### src/rtl/serial_arith_pkg.sv
// Shared definitions for the bit-serial arithmetic blocks: FSM encoding and
// the legal operand-width range.
package serial_arith_pkg;

  typedef enum logic [1:0] {
    ST_IDLE = 2'd0,
    ST_RUN  = 2'd1,
    ST_DONE = 2'd2
  } state_e;

  localparam int unsigned WIDTH_MIN = 32'd1;
  localparam int unsigned WIDTH_MAX = 32'd32;

  function automatic logic width_ok(input int unsigned w);
    return (w >= WIDTH_MIN) && (w <= WIDTH_MAX);
  endfunction

endpackage

### src/rtl/fullsubtractor.sv
// Combinational 1-bit full subtractor: d = a - b - bin, with borrow-out.
module fullsubtractor (
  input  logic a,
  input  logic b,
  input  logic bin,
  output logic d,
  output logic bout
);

  assign d    = a ^ b ^ bin;
  assign bout = (~a & b) | (~a & bin) | (b & bin);

endmodule

### src/rtl/serial_subtractor.sv
// Bit-serial LSB-first subtractor computing a - b - bin over WIDTH cycles,
// using a single full-subtractor cell and a borrow flop.
module serial_subtractor
  import serial_arith_pkg::*;
#(
  parameter int unsigned WIDTH = 8
) (
  input  logic             clk,
  input  logic             rst_n,
  input  logic             start,
  input  logic [WIDTH-1:0] a,
  input  logic [WIDTH-1:0] b,
  input  logic             bin,
  output logic             busy,
  output logic             done,
  output logic [WIDTH-1:0] diff,
  output logic             bout
);

  localparam int unsigned CW = $clog2(WIDTH + 1);

  if (!width_ok(WIDTH)) begin : g_width_chk
    $error("serial_subtractor: WIDTH out of range 1..32");
  end

  state_e           state_q, state_d;
  logic [CW-1:0]    cnt_q, cnt_d;
  logic [WIDTH-1:0] a_sh_q, a_sh_d;
  logic [WIDTH-1:0] b_sh_q, b_sh_d;
  logic [WIDTH-1:0] res_q, res_d;
  logic [WIDTH-1:0] diff_q, diff_d;
  logic             borrow_q, borrow_d;
  logic             bout_q, bout_d;
  logic             busy_q, busy_d;
  logic             done_q, done_d;
  logic             cell_d_s, cell_bout_s;
  logic             accept_s, last_s;
  logic [WIDTH-1:0] res_shift_s;

  fullsubtractor u_fs (
    .a    (a_sh_q[0]),
    .b    (b_sh_q[0]),
    .bin  (borrow_q),
    .d    (cell_d_s),
    .bout (cell_bout_s)
  );

  // Next-state, datapath shifting and output-register update.
  always_comb begin
    state_d  = state_q;
    cnt_d    = cnt_q;
    a_sh_d   = a_sh_q;
    b_sh_d   = b_sh_q;
    res_d    = res_q;
    diff_d   = diff_q;
    borrow_d = borrow_q;
    bout_d   = bout_q;

    accept_s    = start && ((state_q == ST_IDLE) || (state_q == ST_DONE));
    last_s      = (cnt_q == CW'(WIDTH - 1));
    // New bit enters at the MSB; written this way so WIDTH=1 needs no special case.
    res_shift_s = (res_q >> 1) | (WIDTH'(cell_d_s) << (WIDTH - 1));

    case (state_q)
      ST_IDLE, ST_DONE: begin
        if (accept_s) begin
          state_d  = ST_RUN;
          a_sh_d   = a;
          b_sh_d   = b;
          borrow_d = bin;
          cnt_d    = '0;
          res_d    = '0;
        end else begin
          state_d  = ST_IDLE;
        end
      end
      ST_RUN: begin
        a_sh_d   = a_sh_q >> 1;
        b_sh_d   = b_sh_q >> 1;
        res_d    = res_shift_s;
        borrow_d = cell_bout_s;
        cnt_d    = cnt_q + CW'(1);
        if (last_s) begin
          state_d = ST_DONE;
          diff_d  = res_shift_s;
          bout_d  = cell_bout_s;
        end else begin
          state_d = ST_RUN;
        end
      end
      default: begin
        state_d = ST_IDLE;
      end
    endcase

    busy_d = (state_d == ST_RUN);
    done_d = (state_d == ST_DONE);
  end

  // State, datapath and output registers; reset aborts any operation in flight.
  always_ff @(posedge clk or negedge rst_n) begin
    if (!rst_n) begin
      state_q  <= ST_IDLE;
      cnt_q    <= '0;
      a_sh_q   <= '0;
      b_sh_q   <= '0;
      res_q    <= '0;
      diff_q   <= '0;
      borrow_q <= 1'b0;
      bout_q   <= 1'b0;
      busy_q   <= 1'b0;
      done_q   <= 1'b0;
    end else begin
      state_q  <= state_d;
      cnt_q    <= cnt_d;
      a_sh_q   <= a_sh_d;
      b_sh_q   <= b_sh_d;
      res_q    <= res_d;
      diff_q   <= diff_d;
      borrow_q <= borrow_d;
      bout_q   <= bout_d;
      busy_q   <= busy_d;
      done_q   <= done_d;
    end
  end

  assign busy = busy_q;
  assign done = done_q;
  assign diff = diff_q;
  assign bout = bout_q;

endmodule

### config.mk
export PLATFORM = sky130hd
export DESIGN_NAME = serial_subtractor
export DESIGN_NICKNAME = d
export VERILOG_FILES = /design/src/rtl/serial_arith_pkg.sv /design/src/rtl/fullsubtractor.sv /design/src/rtl/serial_subtractor.sv
export SDC_FILE = /design/constraint.sdc
export NUM_CORES = 1
export LEC_CHECK = 0
export ABC_AREA = 1
export BUFFER_PORTS_ARGS = -buffer_cell sky130_fd_sc_hd__buf_2
export CORE_UTILIZATION = 49
export DETAILED_ROUTE_END_ITERATION = 16
export HOLD_SLACK_MARGIN = 0.05
export PLACE_DENSITY = 0.74
export SLEW_MARGIN = 20
export SYNTH_ARGS = -nofsm -noshare
export SYNTH_HDL_FRONTEND = slang
export SYNTH_SLANG_ARGS = --single-unit
export TNS_END_PERCENT = 5
### constraint.sdc
create_clock -name clk -period 1.15 [get_ports clk]
set_input_delay 0.1725 -clock clk [delete_from_list [all_inputs] [get_ports clk]]
set_output_delay 0.1725 -clock clk [all_outputs]
set_load 0.02 [all_outputs]
After elaboration in Yosys (flattened, before gate mapping) --
Index checks and enable logic that the tools add are counted.
Word-level totals: word-level logic and storage cells 46, memory bits (read-only) 0, output and inout bits 11, memories kept 0, bits of input ports 20, bits in writable memories 0, bits in latches 0, flip-flop bits (word level) 42
Operators by class: $lt $le $gt $ge 0, muxes and demuxes 13, $mul 0, equal/unequal tests 6, shift operators 0, $add $sub $neg 1, div/mod/pow operators 0, reductions and logical operators 7, bitwise gates (word level) 9
Operators by type and width (number):
- $pmux W8 S2 | 3
- $mux W8 | 3
- $or A7 B8 Y8 | 1
- $pmux W4 S2 | 1
- $add A4 B1 Y4 const B | 1
- $eq A2 B1 Y1 const B | 2
- $eq A2 B2 Y1 const B | 2
- $eq A4 B3 Y1 const B | 1
- $mux W4 | 1
- $pmux W2 S2 | 1
- $reduce_and A2 Y1 | 2
- $and A1 B1 Y1 | 3
- $logic_not A2 Y1 | 1
- $mux W1 | 2
- $mux W2 | 1
- $ne A2 B2 Y1 const B | 1
- $or A1 B1 Y1 | 2
- $pmux W1 S2 | 1
- $reduce_bool A2 Y1 | 1
- $reduce_or A2 Y1 | 1
- $xor A1 B1 Y1 | 2
- $logic_and A1 B1 Y1 | 1
- $logic_or A1 B1 Y1 | 1
- $not A1 Y1 | 1

Depth between registers and ports, before layout --
Gate-level depths: netlist of the first run.
word-level depth 6, depth in mapped cells 7, mapped depth without buffers 6

Cells and area by module --
A second synthesis of the first run with hierarchy kept.
Unflattened totals: cells, all modules 222, area, all modules 1790.5 um^2
By module, submodules not included:
- serial_subtractor | times used 1, area each 1762.9 um^2, seq. area each 1026.0 um^2, cells an instance 219
- fullsubtractor | times used 1, area each 27.5 um^2, seq. area each 0.0 um^2, cells an instance 3

Least setup slack after synthesis of the first run --
No wires, ideal clock.
kind reg2reg, from register borrow_q, to register diff_q[7] (netlist: diff[7]), path buffers 0, period minus slack after synthesis 1.162 ns, cell stages (with the launch flop) 5, path slack -0.012 ns, library setup time 0.116 ns, required time 1.034 ns, arrival 1.045 ns, cells stage by stage dfrtp_1 -> fa_1 -> inv_1 -> nand2_1 -> nand2_1
On the way: cells in the longest elaborated chain, start to end 2
RTL lines:
- start: declaration | line serial_subtractor.sv:32 | logic borrow_q, borrow_d;
- start signal: assignment | line serial_subtractor.sv:120 | borrow_q <= borrow_d;
- $xor A1 B1 Y1 | line fullsubtractor.sv:10 | assign d = a ^ b ^ bin;
- $or A7 B8 Y8 | line serial_subtractor.sv:62 | res_shift_s = (res_q >> 1) | (WIDTH'(cell_d_s) << (WIDTH - 1));
- end signal: assignment | line serial_subtractor.sv:119 | diff_q <= diff_d;
- end: declaration | line serial_subtractor.sv:31 | logic [WIDTH-1:0] diff_q, diff_d;
Every way passes these cells. A chain may end at the register's enable or synchronous reset.

Worst setup path after layout of the first run --
Ends and elaborated chain as after synthesis.

==> flow_summary.json, run 1 <==
{
  "status": "finished with violations",
  "violations": "negative setup slack",
  "cts_buffer_depth": 2,
  "first_pass_iters": 4,
  "crit_path_frequent_cell": "nand2_1",
  "die_h_um": 62.79,
  "cp_slowest_cell": "fa_2",
  "clkSlewWorstSetupHoldPaths_ns": 0.07,
  "power_density_nw_per_um2": 2757,
  "finClkSkew_ns": 0.001866,
  "grt.overflow.total": 0,
  "worst-slew-pin-transition_ns": 0.3675,
  "worstPathArrival_ns": 1.41,
  "syn_nets": 243,
  "fmax_mhz": 814.7,
  "antenna_found_initial": 0,
  "fp-row-count": 21,
  "finalWorstSetupSlack_ns": -0.07738,
  "core_area_um2": 3442,
  "nNetsFinal": 290,
  "fin_cells": 314,
  "slowest_delay_ns": 0.58,
  "grtUsageTotal_pct": 18.30,
  "h-tree-depth": 2,
  "yosysTopAreaCell": "dfrtp_1",
  "place.gp.congestion": 0.7451,
  "r2r-start": "borrow_q$_DFFE_PN0P_",
  "pre_cts_ws_ns": -0.04025,
  "critPathRequiredTime_ns": 1.34,
  "root_buffer": "clkbuf_8",
  "die-area_um2": 3942,
  "ant_nets": 0,
  "drive_above_1_share_pct": 24.25,
  "crit_family": "adder cells",
  "yosysSeqAreaShare_pct": 56.67,
  "grt_pass1_vias": 1339,
  "synthCells": 221,
  "ys_ff_latch": 41,
  "cp-end-kind": "flip-flop",
  "vias": 1425,
  "clock_sinks": 41,
  "syn_to_final_growth_pct": 23.91,
  "hold_viol": 0,
  "rsz0062_at_grt": "true",
  "initial_core_util_pct": 52.60,
  "fin_crit_ns": 1.227,
  "synthDominantCellAreaShare_pct": 56.67,
  "numCtsBuffers": 5,
  "crit_chain": "fa_2 -> inv_1 -> nand2_1 -> nand2_1",
  "grt_pass1_wl_mm": 5.492,
  "finalSetupViolCount": 2,
  "synth.avg_cell_area_um2": 8.192,
  "final_common_cell": "nand2_1",
  "ir_drop_uv": 1411,
  "crit_type": "flip-flop to flip-flop",
  "final_cell_mix": "117 x nand2_1, 41 x dfrtp_1, 30 x buf_2",
  "num_antenna_cells": 0,
  "crit_buf_inv": 1,
  "dp_hpwl_mm": 2.198,
  "synth_cell_types": 18,
  "wl_per_cell_um": 10.14,
  "ioPinCount": 31,
  "power_leakage_uw": 0.001270,
  "place_inst": 304,
  "ys_warn_count": 0,
  "cap_violations": 0,
  "syn_area_um2": 1810,
  "start_kind": "flip-flop",
  "portBuffers": 30,
  "grt_max_degree": 27,
  "via_per_inst": 4.538,
  "drc": 0,
  "die_x_um": 62.79,
  "ys_top_cells_by_area": "dfrtp_1 57%, nand2_1 24%, inv_1 5.6%",
  "finalPower_uw": 6185,
  "hold_path_class": "input pin to flip-flop",
  "post-route-period-util_pct": 106.7,
  "slew_violations": 0,
  "drt_iter0_drc": 50,
  "cts_tree": "built",
  "routed_wl_mm": 3.185,
  "insertion_delay_ns": 0.29,
  "cp_max_fo": 2,
  "slew_headroom_pct": 75.50,
  "min_from": "a[7]",
  "startpoint": "borrow_q$_DFFE_PN0P_"
}
[cell usage after synthesis]
| cell | instances |
|---|---|
| nor2_1 | 5 |
| nor2_2 | 3 |
| nand3_1 | 4 |
| dfrtp_1 | 41 |
| nand4_1 | 1 |
| or2_2 | 1 |
| fa_1 | 1 |
| buf_2 | 1 |
| inv_1 | 27 |
| o22ai_1 | 7 |
| buf_4 | 3 |
| buf_6 | 2 |
| nand2_1 | 117 |
| nand2_2 | 2 |
| a21oi_1 | 1 |
| nand2_4 | 2 |
| inv_2 | 2 |
| ha_1 | 1 |
[sequential cells by signal (all words and copies together) (netlist names), 2 cells and up]
signal and cells:
b_sh_q 8, res_q 7, a_sh_q 8, diff 8, cnt_q 4, state_q 2
[worst register-to-register path, delay by kind of cell, from the launching register on]
family	cells	cell delay, ns
fa+ha+maj	1	0.58
simple gates	2	0.09
buf+inv	1	0.04
flops	1	0.41
[final timing paths]
check | end | slack, ns | depth (start not counted)
min in group asynchronous | diff[4]$_DFFE_PN0P_ | 0.33 | 2
worst max-delay path | diff[7]$_DFFE_PN0P_ | -0.08 | 4
worst max register to register | diff[7]$_DFFE_PN0P_ | -0.08 | 4
max in group asynchronous | b_sh_q[7]$_DFFE_PN0P_ | 0.37 | 3
worst min register to register | diff[1]$_DFFE_PN0P_ | 0.47 | 2
worst min-delay path | a_sh_q[7]$_DFFE_PN0P_ | 0.09 | 3
[timing repair]
action | in CTS | in global routing
pin swaps | 0 | 2
hold endpoints to repair | 15 | 0
gates cloned | 0 | 1
resized for setup | 1 | 6
setup buffers | 0 | 1
setup endpoints to repair | 4 | 26
hold buffers | 1 | 0
[power by group]
part	internal [µW]	switching, µW	total (µW)
clock	475	449	924
combinational	1200	1590	2790
sequential	2100	372	2470
[layer usage]
layer	global-route usage, %	wire [µm]
met2	30.98	1477
met5	0	0
met1	21.58	1498
met3	4.562	140
met4	9.012	68
[final cells by class]
class / count / area, µm²
multi-input cells: 146 / 649.4
inverters: 29 / 108.9
fillers: 319 / 1199
repair buffers: 45 / 315.3
clock buffers: 7 / 86.33
flip-flops and latches: 41 / 1026
well taps: 46 / 57.56
[cell families (layout without fill, tap and decap cells)]
family / after synthesis / count (layout) / synth area share (%)
flops: 41 / 41 / 56.67
compound gates: 8 / 8 / 2.695
fa+ha+maj: 2 / 2 / 1.797
simple gates: 135 / 136 / 30.06
buf+inv: 35 / 81 / 8.777
[stage by stage]
step           utilization (%)    TNS (ns)  hold WS, ns  instance area [µm²]
6_report                 65.18     -0.1086      0.08748                 2243
4_1_cts                  64.27    -0.07449      0.08463                 2212
2_1_floorplan                -  -0.0007744      -0.1231                 1810
3_5_place_dp             61.47    -0.04638       0.1052                 2116
3_3_place_gp             61.47    -0.01439       0.1024                 2116
5_1_grt                  65.18      -1.190      0.08714                 2243
No activity file was read; power rests on OpenSTA's default activity.
==> run 2, diff against run 1 <==
--- a/config.mk
+++ b/config.mk
@@ -7,10 +7,11 @@
 export LEC_CHECK = 0
 export ABC_AREA = 1
 export BUFFER_PORTS_ARGS = -buffer_cell sky130_fd_sc_hd__buf_2
-export CORE_UTILIZATION = 49
+export CORE_UTILIZATION = 52
+export CTS_BUF_LIST = sky130_fd_sc_hd__clkbuf_8
 export DETAILED_ROUTE_END_ITERATION = 16
 export HOLD_SLACK_MARGIN = 0.05
-export PLACE_DENSITY = 0.74
+export PLACE_DENSITY = 0.78
 export SLEW_MARGIN = 20
 export SYNTH_ARGS = -nofsm -noshare
 export SYNTH_HDL_FRONTEND = slang
==> flow_summary.json, run 2 (synthesized netlist as in run 1, its figures left out) <==
{
  "status": "finished with violations",
  "violations": "negative setup slack",
  "r2r-end": "diff[7]$_DFFE_PN0P_",
  "crit_type": "flip-flop to flip-flop",
  "cp-end-kind": "flip-flop",
  "die_h_um": 61.01,
  "vias": 1437,
  "grt_max_degree": 42,
  "syn_to_final_growth_pct": 22.81,
  "slew_headroom_pct": 85.69,
  "place.gp.congestion": 0.7594,
  "numCtsBuffers": 5,
  "crit_family": "adder cells",
  "worst-slew-pin-transition_ns": 0.2147,
  "drive_above_1_share_pct": 23.31,
  "fmax_mhz": 837.0,
  "portBuffers": 30,
  "cp_max_fo": 2,
  "clkSlewWorstSetupHoldPaths_ns": 0.07,
  "antenna_found_initial": 0,
  "grt_pass1_vias": 1371,
  "worstPathArrival_ns": 1.38,
  "rsz0062_at_grt": "true",
  "final_util_pct": 66.63,
  "routed_wl_mm": 3.281,
  "wl_per_cell_um": 10.52,
  "drc": 0,
  "grt.overflow.total": 0,
  "hold_viol": 0,
  "finClkSkew_ns": 0.004738,
  "power_density_nw_per_um2": 2764,
  "cap_violations": 0,
  "initial_core_util_pct": 54.26,
  "slowest_delay_ns": 0.56,
  "fin_crit_ns": 1.195,
  "grtUsageTotal_pct": 21.26,
  "insertion_delay_ns": 0.29,
  "ff2ff_setup_slack_ns": -0.04,
  "crit_chain": "fa_1 -> inv_1 -> nand2_1 -> nand2_1",
  "hold_path_class": "input pin to flip-flop",
  "gr-max-usage-layer": "met2",
  "critPathRequiredTime_ns": 1.33,
  "hold_path_end": "a_sh_q[7]$_DFFE_PN0P_",
  "core_area_um2": 3337,
  "die_x_um": 61.01,
  "cts_tree": "built",
  "r2r-start": "borrow_q$_DFFE_PN0P_",
  "min_path_cells": 3,
  "num_antenna_cells": 0,
  "final_cell_mix": "116 x nand2_1, 40 x dfrtp_1, 30 x buf_2",
  "finalPower_uw": 6145,
  "start_kind": "flip-flop",
  "slew_violations": 0,
  "cp_slowest_cell": "fa_1",
  "use_met2_pct": 37.21,
  "ant_nets": 0,
  "cts_buffer_depth": 2,
  "ir_drop_uv": 1384,
  "grt_util_met3_pct": 6.397,
  "crit_path_frequent_cell": "nand2_1",
  "die-area_um2": 3722,
  "nNetsFinal": 288,
  "fp-row-count": 21,
  "reg2reg_depth": 4,
  "dp_hpwl_mm": 2.313,
  "fill_cells": 286,
  "grt_pass1_wl_mm": 5.547,
  "clock_sinks": 41,
  "root_buffer": "clkbuf_8",
  "grt_util_met1_pct": 24.10,
  "finalSetupViolCount": 3,
  "final_common_cell": "nand2_1",
  "via_per_inst": 4.606,
  "crit_buf_inv": 1,
  "first_pass_iters": 4,
  "h-tree-depth": 2,
  "min_from": "a[7]",
  "power_leakage_uw": 0.001269,
  "ioPinCount": 31,
  "drt_iter0_drc": 50,
  "finalWorstSetupSlack_ns": -0.04477,
  "post-route-period-util_pct": 103.9
}
[run 2: what timing repair did]
action                                  in CTS  in global routing
hold endpoints to repair                    41                  0
endpoints found under the setup margin      11                 29
buffers inserted                             1                  0
pin swaps                                    4                  0
resized for setup                            1                  3
hold buffers                                 1                  0
[run 2: through the flow]
stage	setup TNS, ns	hold WS [ns]	cells	setup slack (ns)	area (µm²)
global route	-0.9258	0.07282	312	-0.1201	2223
detailed placement	-0.1083	0.1597	303	-0.03895	2108
floorplan	-0.0007744	-0.1231	221	-0.0007744	1810
CTS	-0.1060	0.07246	312	-0.04242	2215
finish	-0.05682	0.07838	312	-0.04477	2223
global placement	-0.01586	0.1610	303	-0.01586	2108
[run 2: final cells by class]
cell class / instances / area, µm² / share of cell area [%]
clock inverters: 1 / 3.754 / 0.1688
flip-flops and latches: 41 / 1027 / 46.20
repair buffers: 44 / 307.8 / 13.84
inverters: 29 / 108.9 / 4.896
multi-input cells: 145 / 635.6 / 28.59
clock buffers: 6 / 82.58 / 3.714
well taps: 46 / 57.56 / 2.589
[run 2: worst max-delay path by stage]
stage | startpoint | to | slack (ns) | cells after the start
global placement | a_sh_q[0]$_DFFE_PN0P_ | diff[7]$_DFFE_PN0P_ | -0.02 | 5
finish | borrow_q$_DFFE_PN0P_ | diff[7]$_DFFE_PN0P_ | -0.04 | 4
CTS | borrow_q$_DFFE_PN0P_ | diff[7]$_DFFE_PN0P_ | -0.04 | 4
floorplan | a_sh_q[0]$_DFFE_PN0P_ | diff[7]$_DFFE_PN0P_ | -0.0008 | 5
global route | borrow_q$_DFFE_PN0P_ | diff[7]$_DFFE_PN0P_ | -0.12 | 4
detailed placement | a_sh_q[0]$_DFFE_PN0P_ | diff[7]$_DFFE_PN0P_ | -0.04 | 5
[run 2: per-layer routing]
| layer | vias up | share of wire [%] |
|---|---|---|
| met5 | - | 0 |
| met4 | 0 | 1.8 |
| met3 | 8 | 4.3 |
| met2 | 40 | 48 |
| met1 | 646 | 46 |
| li1 | 743 | - |
[run 2: power by group]
| part | switching, µW | internal [µW] | total (µW) |
|---|---|---|---|
| combinational | 1590 | 1170 | 2760 |
| sequential | 368 | 2100 | 2470 |
| clock | 447 | 467 | 914 |
[run 2: worst min-delay path, delay by kind of cell]
kind / cells / cell delay (ns)
buffers and inverters: 1 / 0.07
and+or+nand+nor: 2 / 0.09
